--- config.mk ---
export PLATFORM = sky130hd
export DESIGN_NAME = vga_timing_gen
export DESIGN_NICKNAME = d
export VERILOG_FILES = /design/src/rtl/vga_pkg.sv /design/src/rtl/vga_timing_gen_axis.sv /design/src/rtl/vga_timing_gen.sv
export SDC_FILE = /design/constraint.sdc
export NUM_CORES = 1
export LEC_CHECK = 0
export CAP_MARGIN = 20
export CORE_UTILIZATION = 45
export CTS_BUF_LIST = sky130_fd_sc_hd__clkbuf_8
export DETAILED_ROUTE_END_ITERATION = 7
export GPL_TIMING_DRIVEN = 0
export PLACE_DENSITY = 0.69
export SLEW_MARGIN = 5
export SYNTH_ARGS = -nofsm -noshare
export SYNTH_HDL_FRONTEND = slang
export SYNTH_HIERARCHICAL = 1
export SYNTH_SLANG_ARGS = --single-unit
--- constraint.sdc ---
create_clock -name clk -period 4.8 [get_ports clk]
set_input_delay 0.96 -clock clk [delete_from_list [all_inputs] [get_ports clk]]
set_output_delay 0.96 -clock clk [all_outputs]
set_load 0.01 [all_outputs]
--- src/rtl/vga_pkg.sv ---
// vga_pkg: shared VGA timing constants and helpers; default mode is 800x600@60 from 240 MHz / 6.
package vga_pkg;
    localparam int unsigned VGA_CW        = 11;
    localparam int unsigned VGA_TICK_DIV  = 6;
    localparam int unsigned VGA_H_VISIBLE = 800;
    localparam int unsigned VGA_H_FP      = 40;
    localparam int unsigned VGA_H_SYNC    = 128;
    localparam int unsigned VGA_H_BP      = 88;
    localparam int unsigned VGA_V_VISIBLE = 600;
    localparam int unsigned VGA_V_FP      = 1;
    localparam int unsigned VGA_V_SYNC    = 4;
    localparam int unsigned VGA_V_BP      = 23;

    function automatic int unsigned axis_total(input int unsigned vis, input int unsigned fp,
                                               input int unsigned sync, input int unsigned bp);
        return vis + fp + sync + bp;
    endfunction

    localparam int unsigned VGA_H_TOTAL = axis_total(VGA_H_VISIBLE, VGA_H_FP, VGA_H_SYNC, VGA_H_BP);
    localparam int unsigned VGA_V_TOTAL = axis_total(VGA_V_VISIBLE, VGA_V_FP, VGA_V_SYNC, VGA_V_BP);
endpackage

--- src/rtl/vga_timing_gen_axis.sv ---
// vga_axis_counter: one raster axis, wrapping counter plus registered sync and next-state visible decode.
module vga_axis_counter
    import vga_pkg::*;
#(
    parameter int unsigned VISIBLE = VGA_H_VISIBLE,
    parameter int unsigned FP      = VGA_H_FP,
    parameter int unsigned SYNC    = VGA_H_SYNC,
    parameter int unsigned BP      = VGA_H_BP,
    parameter bit          POL     = 1'b1,
    parameter int unsigned CW      = VGA_CW
) (
    input  logic          clk,
    input  logic          rst,
    input  logic          ce_i,
    input  logic          clr_i,
    output logic [CW-1:0] count_o,
    output logic [CW-1:0] count_d_o,
    output logic          last_o,
    output logic          vis_d_o,
    output logic          sync_o
);
    localparam int unsigned TOTAL = axis_total(VISIBLE, FP, SYNC, BP);
    localparam logic [CW-1:0] LAST = CW'(TOTAL - 1);
    localparam logic [CW-1:0] VIS  = CW'(VISIBLE);
    localparam logic [CW-1:0] S0   = CW'(VISIBLE + FP);
    localparam logic [CW-1:0] S1   = CW'(VISIBLE + FP + SYNC - 1);

    logic [CW-1:0] count_q, count_d;
    logic          sync_q, sync_d;

    always_comb begin
        count_d = clr_i ? '0 : !ce_i ? count_q : (count_q == LAST) ? '0 : count_q + 1'b1;
        sync_d  = (count_d >= S0 && count_d <= S1) ? POL : !POL;
    end

    always_ff @(posedge clk) begin
        if (rst) begin
            count_q <= '0;
            sync_q  <= !POL;
        end else begin
            count_q <= count_d;
            sync_q  <= sync_d;
        end
    end

    assign count_o   = count_q;
    assign count_d_o = count_d;
    assign last_o    = count_q == LAST;
    assign vis_d_o   = count_d < VIS;
    assign sync_o    = sync_q;
endmodule

--- src/rtl/vga_timing_gen.sv ---
// vga_timing_gen: parametrised VGA raster timing with pixel enable, genlock restart and line/frame strobes.
module vga_timing_gen
    import vga_pkg::*;
#(
    parameter int unsigned TICK_DIV  = VGA_TICK_DIV,
    parameter int unsigned H_VISIBLE = VGA_H_VISIBLE,
    parameter int unsigned H_FP      = VGA_H_FP,
    parameter int unsigned H_SYNC    = VGA_H_SYNC,
    parameter int unsigned H_BP      = VGA_H_BP,
    parameter int unsigned V_VISIBLE = VGA_V_VISIBLE,
    parameter int unsigned V_FP      = VGA_V_FP,
    parameter int unsigned V_SYNC    = VGA_V_SYNC,
    parameter int unsigned V_BP      = VGA_V_BP,
    parameter bit          HSYNC_POL = 1'b1,
    parameter bit          VSYNC_POL = 1'b1,
    parameter int unsigned CW        = VGA_CW
) (
    input  logic          clk,
    input  logic          rst,
    input  logic          restart,
    output logic          pix_ce,
    output logic [CW-1:0] hcount,
    output logic [CW-1:0] vcount,
    output logic          visible,
    output logic          hsync,
    output logic          vsync,
    output logic          line_start,
    output logic          frame_start,
    output logic          vblank_start
);
    localparam int unsigned DW = TICK_DIV > 1 ? $clog2(TICK_DIV) : 1;

    logic [DW-1:0] div_q, div_d;
    logic [CW-1:0] h_d, v_d;
    logic          tick, load, pend_q, pend_d, h_last, h_vis_d, v_vis_d;
    logic          pix_ce_q, visible_q, line_q, frame_q, vblank_q;

    // tick marks the edge that advances the raster; pix_ce is its registered image
    always_comb begin
        tick   = div_q == DW'(TICK_DIV - 1);
        div_d  = tick ? '0 : div_q + 1'b1;
        load   = tick && (pend_q || restart);
        pend_d = !load && (pend_q || restart);
    end

    vga_axis_counter #(
        .VISIBLE(H_VISIBLE), .FP(H_FP), .SYNC(H_SYNC), .BP(H_BP), .POL(HSYNC_POL), .CW(CW)
    ) u_h (
        .clk(clk), .rst(rst), .ce_i(tick), .clr_i(load),
        .count_o(hcount), .count_d_o(h_d), .last_o(h_last), .vis_d_o(h_vis_d), .sync_o(hsync)
    );

    vga_axis_counter #(
        .VISIBLE(V_VISIBLE), .FP(V_FP), .SYNC(V_SYNC), .BP(V_BP), .POL(VSYNC_POL), .CW(CW)
    ) u_v (
        .clk(clk), .rst(rst), .ce_i(tick && h_last), .clr_i(load),
        .count_o(vcount), .count_d_o(v_d), .last_o(), .vis_d_o(v_vis_d), .sync_o(vsync)
    );

    always_ff @(posedge clk) begin
        if (rst) begin
            div_q     <= '0;
            pend_q    <= 1'b0;
            pix_ce_q  <= 1'b0;
            visible_q <= 1'b1;
            line_q    <= 1'b0;
            frame_q   <= 1'b0;
            vblank_q  <= 1'b0;
        end else begin
            div_q     <= div_d;
            pend_q    <= pend_d;
            pix_ce_q  <= tick;
            visible_q <= h_vis_d && v_vis_d;
            line_q    <= tick && h_d == '0;
            frame_q   <= tick && h_d == '0 && v_d == '0;
            vblank_q  <= tick && h_d == '0 && v_d == CW'(V_VISIBLE);
        end
    end

    assign pix_ce       = pix_ce_q;
    assign visible      = visible_q;
    assign line_start   = line_q;
    assign frame_start  = frame_q;
    assign vblank_start = vblank_q;
endmodule

==> results.md, run 1 <==
Status:
- The run finished with clean final reports.

Clock network:
- Once the clock tree was built, the setup fixing pass inserted 0 buffers.
- The quantity of gates resized following cts is 0.
- The count of hold buffers inserted by post-cts repair is 0.
- The number of clock buffers inserted by TritonCTS is 5.
- The clock transition at the registers of the reported paths is 0.07 ns.
- For this design, the sink count on the clock tree is 33.
- The H-tree was split into 2 levels.
- The TritonCTS clock tree is yes.
- The clock tree root driver cell is sky130_fd_sc_hd__clkbuf_8.
- Clock latency on the worst-skew pair, taken at its later pin, is 0.29 ns.
- Counting along the longest clock path gives a buffer depth of 2.

Hold path:
- The instance count along the most critical hold path is 1.
- The tightest min-delay check is of the reg2reg type.

Global routing:
- The first global-routing pass estimated 6470 microns of wire.
- The number of global-route vias before repair is 1423.
- In the global route stage, overall resource usage came out at 0.198.
- For this run the aggregate overflow at the end of global routing stands at 0.
- The layer flagged by global routing as most heavily used is met2.
- For met1 alone, demand over resource in global routing was 0.256.
- The met2 layer usage reported by global route is 0.309.
- The number of antenna violations at the first check in global routing is 0.
- The met3 demand-to-capacity share in global routing is 0.0565.
- Entering global routing, the biggest net connects 12 pins.

Worst setup path:
- Data on the critical path arrives at its endpoint at 3.34 ns.
- The startpoint type of the worst setup path is a flip-flop.
- The worst setup path is of the reg2reg kind.
- The number of cells on the worst reg-to-reg path is 13.
- In this run the worst path has a maximum fanout of 10.
- The kind of capture point of the worst setup path is a flip-flop.
- For the worst setup path, the data required time is 5.03 ns.

Final layout:
- For this run, the share of the core covered by cells in the final layout is 0.583.
- The number of antenna diodes is 0.
- The net count reported at finish is 274.
- The number of fill cells is 375.
- Of the cells placed in the final design, the portion with a size suffix greater than 1 is 0.101.
- The area of combinational cells with multiple inputs is 1120 sq um.
- The sequential cells in the finished layout cover a total of 661 sq um.
- Relative to the synthesized area, the layout overhead comes to 24.5%.

STA:
- Measured against its own limit, the worst slew margin works out to 0.723.
- In the final timing run, aggregate negative setup slack is 0 ns.
- The worst-case setup margin in the final layout is 1.68 ns.
- The worst-margin pin slew is 0.414 ns.
- The final max-slew violation count is 0.
- The worst clock skew is 0.00986 ns.
- The final hold violation count is 0.
- Setup repair after global routing left no endpoint under its margin.
- The maximum frequency from static timing analysis is 321 MHz.
- The final critical-path share of the clock period is 0.649.
- The minimum clock period after layout is 3.12 ns.
- The setup violation total in the final timing report is 0.

Floorplanning:
- The placement row count is 23.
- The floorplan step set the die height to 66.5 microns.
- The effective utilization at floorplan is 0.468.
- The top-level I/O count is 32.
- The area of the die is 4420 sq um.
- The total area inside the core boundary comes to 4000 sq um.
- From left edge to right edge, the die measures 66.5 microns.

Routing:
- The remaining antenna violation count after routing is 0.
- The detailed router finished its first iteration with 146 violations.
- After detailed routing, the number of vias per cell comes to 5.26.
- The first TritonRoute pass finished after 4 iterations.
- The detailed-route DRC error count is 0.
- The total wirelength of the detailed-routed design is 4010 microns.
- The via count is 1674.
- The per-cell routed wire length is 12.6 microns.

Placement:
- After legalization and detailed placement, the total HPWL measured 2950 microns.
- The count of buffers inserted at the top-level ports is 31.
- The worst setup timing slack at the placement stage is 1.69 ns.
- The global placement routability congestion is 0.845.

Pwr:
- The cell internal power dissipation is 385 uW.
- Of the total power, the share spent switching nets is 0.235.
- The analysis attributes to net switching a power of 118 uW.
- The portion of total power attributed to combinational logic is 0.036.
- Power comes to 503 uW.
- Of the total power, the clock network draws 0.410.
- The ratio of total power to cell area is 216 nW/um^2.
- VDD sags by at most 0.193 mV.
- The leakage power total is 0.000893 uW.
- The power share of the sequential group is 0.555.

Synthesis:
- Synthesis produced 229 cells.
- The number of nets handed over by synthesis was 236.
- A synthesized cell averages 8.17 sq um.
- Summing every instance area after synthesis gives 1870 sq um.
- Yosys printed 6 warnings.

Job:
- The number of max-cap violations is 0.
==> power by group through the flow <==
stage	clock network [uW]	logic (uW)	registers (uW)
finish	206	18.0	279
global route	223	20.7	279
CTS	212	18.3	279
detailed placement	0	18.1	285
global placement	0	17.9	285
floorplan	0	11.8	285
==> path summary, 6_finish.rpt <==
kind / from / slack [ns] / endpoint
max: u_h/count_o[6]$_SDFF_PP0_ / 1.68 / frame_start$_SDFF_PP0_
min: div_q[0]$_SDFF_PP0_ / 0.47 / div_q[0]$_SDFF_PP0_
max reg2reg: u_h/count_o[6]$_SDFF_PP0_ / 1.68 / frame_start$_SDFF_PP0_
min reg2reg: div_q[0]$_SDFF_PP0_ / 0.47 / div_q[0]$_SDFF_PP0_
==> critical path, stage by stage (launching register included) <==
cell	delay (ns)
sky130_fd_sc_hd__dfxtp_1	0.32
sky130_fd_sc_hd__buf_4	0.16
sky130_fd_sc_hd__nor3_1	0.28
sky130_fd_sc_hd__nand2_1	0.16
sky130_fd_sc_hd__nor3_1	0.23
sky130_fd_sc_hd__and3_1	0.17
sky130_fd_sc_hd__buf_2	0.20
sky130_fd_sc_hd__nand2_1	0.20
sky130_fd_sc_hd__o41ai_4	0.33
sky130_fd_sc_hd__buf_2	0.28
sky130_fd_sc_hd__nor2_1	0.07
sky130_fd_sc_hd__nor4_1	0.38
sky130_fd_sc_hd__nand3_1	0.15
sky130_fd_sc_hd__nor2_1	0.11
==> stage by stage <==
step / area (sq um) / instances / hold slack [ns]
after floorplan: 1870 / 229 / 0.433
after global routing: 2330 / 318 / 0.508
after detailed placement: 2240 / 310 / 0.469
final: 2330 / 318 / 0.469
after global placement: 2240 / 310 / 0.457
after CTS: 2330 / 318 / 0.476
==> metal layers <==
metal | wire length [microns] | vias up | share of wire
li1 | - | 868 | -
met1 | 1890 | 755 | 0.47
met2 | 1870 | 46 | 0.47
met3 | 186 | 5 | 0.046
met4 | 61 | 0 | 0.015
met5 | 0 | - | 0
==> final cells by class <==
| class | count | share of cell area |
|---|---|---|
| Sequential cell | 33 | 0.283 |
| Clock inverter | 3 | 0.00751 |
| Inverter | 6 | 0.00966 |
| Tap cell | 50 | 0.0268 |
| Multi-Input combinational cell | 177 | 0.479 |
| Buffer | 13 | 0.0306 |
| Clock buffer | 5 | 0.0295 |
| Timing Repair Buffer | 31 | 0.133 |
==> layout by cell type (no fill, tap or decap), types with 2 or more instances in the layout <==
cell type and n:
sky130_fd_sc_hd__nor4_1 4, sky130_fd_sc_hd__nand3_1 9, sky130_fd_sc_hd__dfxtp_1 33, sky130_fd_sc_hd__nor3_1 11, sky130_fd_sc_hd__mux2i_1 3, sky130_fd_sc_hd__buf_2 3, sky130_fd_sc_hd__clkdlybuf4s50_1 31, sky130_fd_sc_hd__nor3b_1 5
sky130_fd_sc_hd__clkinv_2 2, sky130_fd_sc_hd__and2_1 2, sky130_fd_sc_hd__ha_1 4, sky130_fd_sc_hd__xor2_1 12, sky130_fd_sc_hd__a21oi_1 3, sky130_fd_sc_hd__xnor2_1 11, sky130_fd_sc_hd__o21bai_1 2, sky130_fd_sc_hd__clkbuf_1 6
sky130_fd_sc_hd__buf_4 2, sky130_fd_sc_hd__nor2_1 52, sky130_fd_sc_hd__clkbuf_8 6, sky130_fd_sc_hd__or2_2 2, sky130_fd_sc_hd__nand4_1 7, sky130_fd_sc_hd__inv_1 6, sky130_fd_sc_hd__nor2b_1 2, sky130_fd_sc_hd__nand2_1 16
sky130_fd_sc_hd__and4_1 5, sky130_fd_sc_hd__o21ai_0 3
Note: power is estimated with default switching activity, not from simulation.
==> run 2, diff against run 1 <==
==> constraint.sdc (replaced) <==
create_clock -name clk -period 2.91 [get_ports clk]
set_input_delay 0.582 -clock clk [delete_from_list [all_inputs] [get_ports clk]]
set_output_delay 0.582 -clock clk [all_outputs]
set_load 0.01 [all_outputs]
==> run 2 against run 1 <==
  * Clock skew increased by 0.0038 ns
  * Core utilization increased by 3.0 points
  * Global-route usage increased by 0.43 points
  * Via count increased by 2.8%
  * Die area unchanged
  * Largest power group unchanged
  * Critical path type unchanged
  * Worst hold slack got worse by 0.00050 ns
  * Register-to-register slack got worse by 1.5 ns
==> results.md, run 2 (synthesis gave the netlist of run 1 again) <==
Status:
- The flow ran to the end, and the final reports show no timing, DRC or antenna violations.

Clock network:
- The count of hold buffers inserted by post-cts repair is 0 (unchanged).
- The TritonCTS clock tree is yes.
- The number of clock buffers inserted by TritonCTS is 5 (unchanged).
- The CTS H-tree depth came to 2 (unchanged).
- The tree is rooted in a sky130_fd_sc_hd__clkbuf_8.
- The worst-skew pair later-pin latency is 0.29 ns (about the same).
- The clock transition at the registers of the reported paths was 0.07 ns (about the same).
- The maximum number of buffers from clock root to sink came to 2 (unchanged).
- The number of clock sinks seen by CTS was 33 (unchanged).

Routing:
- The met3 wire length is 166 microns (-11%).
- The wire length on met2 is 2000 microns (+6.8%).
- The detailed-route DRC error count came to 0 (unchanged).
- The total wirelength of the detailed-routed design is 4190 microns (+4.6%).
- The via-per-instance ratio is 5.31 (+0.90%).
- The first-pass iteration count of the detailed router is 4 (unchanged).
- The via count is 1721 (+2.8%).
- The wire length the detailed router placed on met1 was 1970 microns (+4.4%).
- The initial DRC count is 165 (+13%).
- Routed signal wires occupy layers up through met4.
- The per-cell routed wire length was 12.9 microns (+2.6%).
- The remaining antenna violation count after routing was 0 (unchanged).

STA:
- The final critical-path share of the clock period is 0.926 (+0.277).
- The worst-margin pin slew is 0.360 ns (-0.0534 ns).
- The final hold violation count was 0 (unchanged).
- The maximum frequency from static timing analysis is 371 MHz (+16%).
- The final max-slew violation count was 0 (unchanged).
- The minimum clock period after layout was 2.69 ns (-0.422 ns).
- The relative slew slack was 0.754 (+0.0304).
- The setup violation total in the final timing report is 0 (unchanged).
- The worst clock skew is 0.0137 ns (+0.00384 ns).

Worst setup path:
- The worst setup path is captured at a flip-flop.
- The number of cells on the worst reg-to-reg path is 14 (+1).
- The capture instance of the worst register-to-register path is frame_start$_SDFF_PP0_.
- The slowest stage of the critical path belongs to the cell sky130_fd_sc_hd__dfxtp_1.
- The critical path ends at frame_start$_SDFF_PP0_.
- The critical path is of the reg2reg type.
- The critical path data arrival time was 2.92 ns (-0.42 ns).
- The maximum fanout count along the critical path was 9 (-1).
- The maximum single-stage delay on the critical path is 0.32 ns (-0.06 ns).
- Grouping stages by cell kind, the critical path spends the most delay in simple AND/OR/NAND/NOR gates.
- The startpoint type of the worst setup path is a flip-flop.
- The startpoint of the lowest-slack register-to-register path is u_h/count_o[6]$_SDFF_PP0_.
- The launching instance or port of the critical path is u_h/count_o[6]$_SDFF_PP0_.
- Walking the worst path, the cells encountered are buf_4 -> nor3_4 -> nand2_2 -> nor3_2 -> and3_1 -> buf_6 -> and4_1 -> buf_4 -> nor3b_4 -> xnor2_2 -> nor2_1 -> nor4_2 -> nand3_1 -> nor2_1.
- The buffering stage count on the worst path with inverters included is 3 (unchanged).
- The total stage count of the critical path came to 14 (+1).
- The critical path required time came to 3.13 ns (-1.90 ns).
- The reg-to-reg setup timing slack is 0.22 ns (-1.47 ns).

Final layout:
- The area of combinational cells with multiple inputs is 1180 sq um (+5.5%).
- Leaving out fill and tap cells, the most frequent cells in the layout are sky130_fd_sc_hd__nor2_1, sky130_fd_sc_hd__dfxtp_1, sky130_fd_sc_hd__clkdlybuf4s50_1, sky130_fd_sc_hd__nand2_1, sky130_fd_sc_hd__xor2_1.
- The area of all placed cells without fillers came to 2450 sq um (+5.2%).
- The area used by sequential logic in the layout was 663 sq um (+0.38%).
- The library cell used most frequently in the layout, excluding fill and tap cells, is sky130_fd_sc_hd__nor2_1.
- The number of antenna diodes is 0 (unchanged).
- The net count reported at finish came to 280 (+2.2%).
- The number of fill cells is 359 (-4.3%).
- The synthesis-to-layout area growth is 31.0%.
- The final instance count without filler cells is 324 (+1.9%).
- The proportion of layout cells with a drive suffix above 1 is 0.168 (+0.0671).

Floorplanning:
- The placement row count came to 23 (unchanged).
- The die span in x came to 66.5 microns (unchanged).
- The top-level I/O count is 32 (unchanged).
- The effective utilization at floorplan is 0.468 (unchanged).
- The die height is 66.5 microns (unchanged).
- The area of the die is 4420 sq um (unchanged).
- The core outline area is 4000 sq um (unchanged).

Global routing:
- The overall fraction of global-route tracks in use came to 0.202 (+0.00432).
- The global-route wire length before repair is 6630 microns (+2.4%).
- The residual overflow from global routing was 0 (unchanged).
- The number of global-route vias before repair is 1438 (+1.1%).
- The maximum number of pins on one net before global-route repair is 12 (unchanged).
- The number of antenna violations at the first check in global routing is 0 (unchanged).

Pwr:
- The ratio of total power to cell area was 338 nW/um^2 (+57%).
- The largest voltage drop on the vdd net was 0.321 mV (+66%).
- The sum of internal, switching and leakage power was 829 uW (+65%).
- The leakage power total is 0.00101 uW (+13%).

Placement:
- The count of buffers inserted at the top-level ports is 31 (unchanged).
- The estimated wirelength of the detail-placed design was 2950 microns (unchanged).
- The cell total after placement is 310 (unchanged).
- The post-placement cell area is 2240 sq um (unchanged).
- The global placement routability congestion came to 0.845 (unchanged).

Hold path:
- The kind of path behind the tightest hold check is reg2reg.

Job:
- The number of max-cap violations was 0 (unchanged).
## run 2: cell count changes in the layout (fill, tap and decap cells not counted), moves of 2 or more
cell / previous run / this run
sky130_fd_sc_hd__buf_2: 3 / 1
sky130_fd_sc_hd__buf_4: 2 / 10
sky130_fd_sc_hd__dfxtp_1: 33 / 31
sky130_fd_sc_hd__dfxtp_2: 0 / 2
sky130_fd_sc_hd__nand2_1: 16 / 14
sky130_fd_sc_hd__nand2_2: 0 / 2
sky130_fd_sc_hd__nor3_1: 11 / 8
sky130_fd_sc_hd__nor3_2: 0 / 2
## run 2: where the power goes
group          internal (uW)  switching (uW)
Combinational           13.8            16.4
Sequential               457            3.43
Clock                    165             174
Total                    636             194
## run 2: worst reg2reg max path: stages (launching register included)
cell	delay, ns
sky130_fd_sc_hd__dfxtp_1	0.32
sky130_fd_sc_hd__buf_4	0.17
sky130_fd_sc_hd__nor3_4	0.22
sky130_fd_sc_hd__nand2_2	0.10
sky130_fd_sc_hd__nor3_2	0.11
sky130_fd_sc_hd__and3_1	0.18
sky130_fd_sc_hd__buf_6	0.12
sky130_fd_sc_hd__and4_1	0.19
sky130_fd_sc_hd__buf_4	0.14
sky130_fd_sc_hd__nor3b_4	0.27
sky130_fd_sc_hd__xnor2_2	0.16
sky130_fd_sc_hd__nor2_1	0.07
sky130_fd_sc_hd__nor4_2	0.32
sky130_fd_sc_hd__nand3_1	0.14
sky130_fd_sc_hd__nor2_1	0.10
## run 2: worst min path at each step
stage                        startpoint  slack, ns             endpoint  depth (start not counted)
detailed placement  div_q[0]$_SDFF_PP0_       0.47  div_q[0]$_SDFF_PP0_                          1
floorplan           div_q[0]$_SDFF_PP0_       0.43  div_q[0]$_SDFF_PP0_                          1
global route        div_q[0]$_SDFF_PP0_       0.51  div_q[0]$_SDFF_PP0_                          1
CTS                 div_q[0]$_SDFF_PP0_       0.48  div_q[0]$_SDFF_PP0_                          1
finish              div_q[0]$_SDFF_PP0_       0.47  div_q[0]$_SDFF_PP0_                          1
global placement    div_q[0]$_SDFF_PP0_       0.46  div_q[0]$_SDFF_PP0_                          1
## run 2: timing repair
action / CTS / global route
buffers inserted: 2 / 4
gates resized for setup: 8 / 14
endpoints found under the setup margin: 3 / 4
pin swaps: 3 / 7
## run 2: per-layer routing
metal / vias up / global-route usage
met3: 4 / 0.0565
met1: 793 / 0.265
li1: 878 / -
met5: - / 0
met2: 46 / 0.314
met4: 0 / 0.0771
## run 2: metrics by stage
step | worst slack, ns | utilization | setup TNS (ns) | hold slack (ns)
4_1_cts | 0.0447 | 0.596 | 0 | 0.476
6_report | 0.215 | 0.613 | 0 | 0.468
5_1_grt | -0.00224 | 0.613 | -0.00224 | 0.508
3_3_place_gp | -0.250 | 0.561 | -0.551 | 0.457
2_1_floorplan | 0.230 | - | 0 | 0.433
3_5_place_dp | -0.197 | 0.561 | -0.412 | 0.469
## run 2: area by class of cell
class,count,area share
multi-input combinational,177,0.481
timing repair buffer,37,0.145
clock buffer,5,0.0281
inverter,6,0.00918
buffer,13,0.0342
tap,50,0.0255
clock inverter,3,0.00714
sequential,33,0.270
==> run 3, diff against run 2 <==
--- a/config.mk
+++ b/config.mk
@@ -6,11 +6,12 @@
 export NUM_CORES = 1
 export LEC_CHECK = 0
 export CAP_MARGIN = 20
-export CORE_UTILIZATION = 45
+export CORE_UTILIZATION = 50
 export CTS_BUF_LIST = sky130_fd_sc_hd__clkbuf_8
 export DETAILED_ROUTE_END_ITERATION = 7
 export GPL_TIMING_DRIVEN = 0
-export PLACE_DENSITY = 0.69
+export MAX_ROUTING_LAYER = met4
+export PLACE_DENSITY = 0.76
 export SLEW_MARGIN = 5
 export SYNTH_ARGS = -nofsm -noshare
 export SYNTH_HDL_FRONTEND = slang
==> run 3 against run 2 <==
  * Sequential cell count stayed put
  * Sequential share of layout area is 0.29 points lower
  * Maximum frequency is 1.9% lower
  * Worst hold slack better by 0.0054 ns
  * Critical endpoint unchanged
==> results.md, run 3 (synthesis gave the netlist of run 1 again) <==
Floorplanning:
- The core outline area was 3470 sq um (-13%).
- The effective utilization at floorplan came to 0.540 (+0.0717).
- The die span in x is 63.2 microns (-5.0%).
- The placement row count was 21 (-8.7%).
- The area of the die is 3990 sq um (-9.7%).
- The top-level I/O count is 32 (unchanged).
- The die height is 63.2 microns (-5.0%).

Pwr:
- The ratio of total power to cell area came to 378 nW/um^2 (+12%).
- The leakage power total is 0.00102 uW (+1.4%).
- The largest voltage drop on the vdd net is 0.288 mV (-10%).
- The sum of internal, switching and leakage power is 937 uW (+13%).

STA:
- The maximum frequency from static timing analysis was 364 MHz (-1.9%).
- The worst hold slack after final layout came to 0.474 ns (+0.00542 ns).
- The relative slew slack came to 0.726 (-0.0278).
- The setup violation total in the final timing report is 0 (unchanged).
- The final max-slew violation count is 0 (unchanged).
- The final hold violation count was 0 (unchanged).
- The final critical-path share of the clock period is 0.944 (+0.0181).
- The worst-margin pin slew is 0.410 ns (+0.0501 ns).
- The worst clock skew is 0.0124 ns (-0.00132 ns).
- The minimum clock period after layout is 2.75 ns (+0.0526 ns).

Final layout:
- The number of fill cells is 281 (-22%).
- In the layout the commonest cells are sky130_fd_sc_hd__nor2_1, sky130_fd_sc_hd__dfxtp_1, sky130_fd_sc_hd__clkdlybuf4s50_1, sky130_fd_sc_hd__nand2_1, sky130_fd_sc_hd__xor2_1.
- The proportion of layout cells with a drive suffix above 1 is 0.164 (-0.00365).
- The net count reported at finish is 280 (unchanged).
- The number of antenna diodes is 0 (unchanged).
- The utilization after layout is 0.715 (+0.102).
- The synthesis-to-layout area growth is 32.4%.
- The most common library cell in the layout ignoring fill and taps is sky130_fd_sc_hd__nor2_1.
- The final instance count without filler cells came to 320 (-1.2%).

Worst setup path:
- The maximum fanout count along the critical path is 9 (unchanged).
- The worst setup path is of the reg2reg kind.
- Broken down by cell family, the worst path's largest delay share belongs to simple AND/OR/NAND/NOR gates.
- The critical path data arrival time was 2.99 ns (+0.07 ns).
- Among all stages on the critical path, the largest delay is contributed by sky130_fd_sc_hd__nor4_2.
- The critical path required time is 3.15 ns (+0.02 ns).
- The most repeated library cell on the critical path is sky130_fd_sc_hd__buf_6.
- The reg-to-reg setup timing slack is 0.16 ns (-0.05 ns).
- STA classifies the critical path endpoint as a flip-flop.
- The maximum single-stage delay on the critical path was 0.38 ns (+0.06 ns).
- The buffering stage count on the worst path with inverters included was 3 (unchanged).
- The startpoint type of the worst setup path is a flip-flop.
- Traced cell by cell, the critical path runs through buf_6 -> nor3_4 -> nand2_2 -> nor3_2 -> and3_1 -> buf_6 -> and4_1 -> buf_6 -> nor3b_4 -> xnor2_2 -> nor2_1 -> nor4_2 -> nand3_1 -> nor2_1.

Placement:
- The estimated wirelength of the detail-placed design is 3120 microns (+5.7%).
- The cell total after placement came to 306 (-1.3%).
- The global placement routability congestion is 0.893 (+5.6%).
- The count of buffers inserted at the top-level ports is 31 (unchanged).

Routing:
- The wire length the detailed router placed on met1 is 1980 microns (+0.81%).
- The per-cell routed wire length is 14.2 microns (+10%).
- The wire length on met2 is 2220 microns (+11%).
- The first-pass iteration count of the detailed router is 4 (unchanged).
- The via count was 1780 (+3.4%).
- The detailed-route DRC error count was 0 (unchanged).
- The met3 wire length is 298 microns (+80%).
- The highest metal layer with signal wires is met4.
- The initial DRC count is 166 (+0.61%).
- The remaining antenna violation count after routing is 0 (unchanged).
- The total wirelength of the detailed-routed design is 4560 microns (+8.8%).
- The via-per-instance ratio is 5.56 (+4.7%).

Clock network:
- The worst-skew pair later-pin latency is 0.30 ns (about the same).
- The TritonCTS clock tree is yes.
- The number of clock buffers inserted by TritonCTS is 5 (unchanged).
- In this run the clock root is driven by a sky130_fd_sc_hd__clkbuf_8.
- The clock transition at the registers of the reported paths is 0.08 ns (about the same).
- The number of clock sinks seen by CTS is 33 (unchanged).
- The count of hold buffers inserted by post-cts repair was 0 (unchanged).
- The CTS H-tree depth is 2 (unchanged).
- The maximum number of buffers from clock root to sink was 2 (unchanged).

Global routing:
- The global-route wire length before repair was 7300 microns (+10%).
- The number of antenna violations at the first check in global routing is 0 (unchanged).
- The overall fraction of global-route tracks in use was 0.245 (+0.0424).
- The residual overflow from global routing is 0 (unchanged).
- The maximum number of pins on one net before global-route repair is 13 (+1).
- The number of global-route vias before repair is 1603 (+11%).

Job:
- The number of max-cap violations was 0 (unchanged).

Status:
- The flow ran to the end, and the final reports show no timing, DRC or antenna violations.

Hold path:
- The kind of path behind the tightest hold check is reg2reg.
-- run 3: power by group --
group	internal, uW	total, uW	switching [uW]
clock network	256	446	190
registers	457	460	3.39
logic	13.8	30.6	16.8
-- run 3: layout make-up --
cell class                 count  area [sq um]  share of cell area
timing repair buffer          37           355               0.143
clock inverter                 3          46.3              0.0187
clock buffer                   5          68.8              0.0278
multi-input combinational    177          1170               0.473
tap                           46          57.6              0.0232
buffer                        13          91.3              0.0369
inverter                       6          22.5             0.00909
sequential                    33           663               0.268
-- run 3: path summary, 6_finish.rpt --
check | startpoint | to | depth (start not counted)
worst max-delay path | u_h/count_o[6]$_SDFF_PP0_ | frame_start$_SDFF_PP0_ | 14
worst min-delay path | div_q[0]$_SDFF_PP0_ | div_q[0]$_SDFF_PP0_ | 1
worst max register to register | u_h/count_o[6]$_SDFF_PP0_ | frame_start$_SDFF_PP0_ | 14
worst min register to register | div_q[0]$_SDFF_PP0_ | div_q[0]$_SDFF_PP0_ | 1
-- run 3: metrics by stage --
| stage | cell area (sq um) | setup TNS [ns] | setup WS (ns) |
|---|---|---|---|
| after floorplan | 1870 | 0 | 0.230 |
| after global placement | 2240 | -0.511 | -0.256 |
| after detailed placement | 2240 | -0.566 | -0.280 |
| after CTS | 2400 | 0 | 0.00592 |
| after global routing | 2480 | -0.0829 | -0.0445 |
| final | 2480 | 0 | 0.163 |
-- run 3: repair_timing --
item                       4_1_cts  5_1_grt
resized for setup                6       18
setup buffers                    2        4
pin swaps                        3        7
gates cloned                     0        0
setup endpoints to repair        3        4
-- run 3: per-layer routing --
metal | up-vias | track usage
met5 | - | -
met4 | 0 | 0.136
met3 | 7 | 0.0507
met2 | 72 | 0.370
met1 | 820 | 0.304
li1 | 881 | -
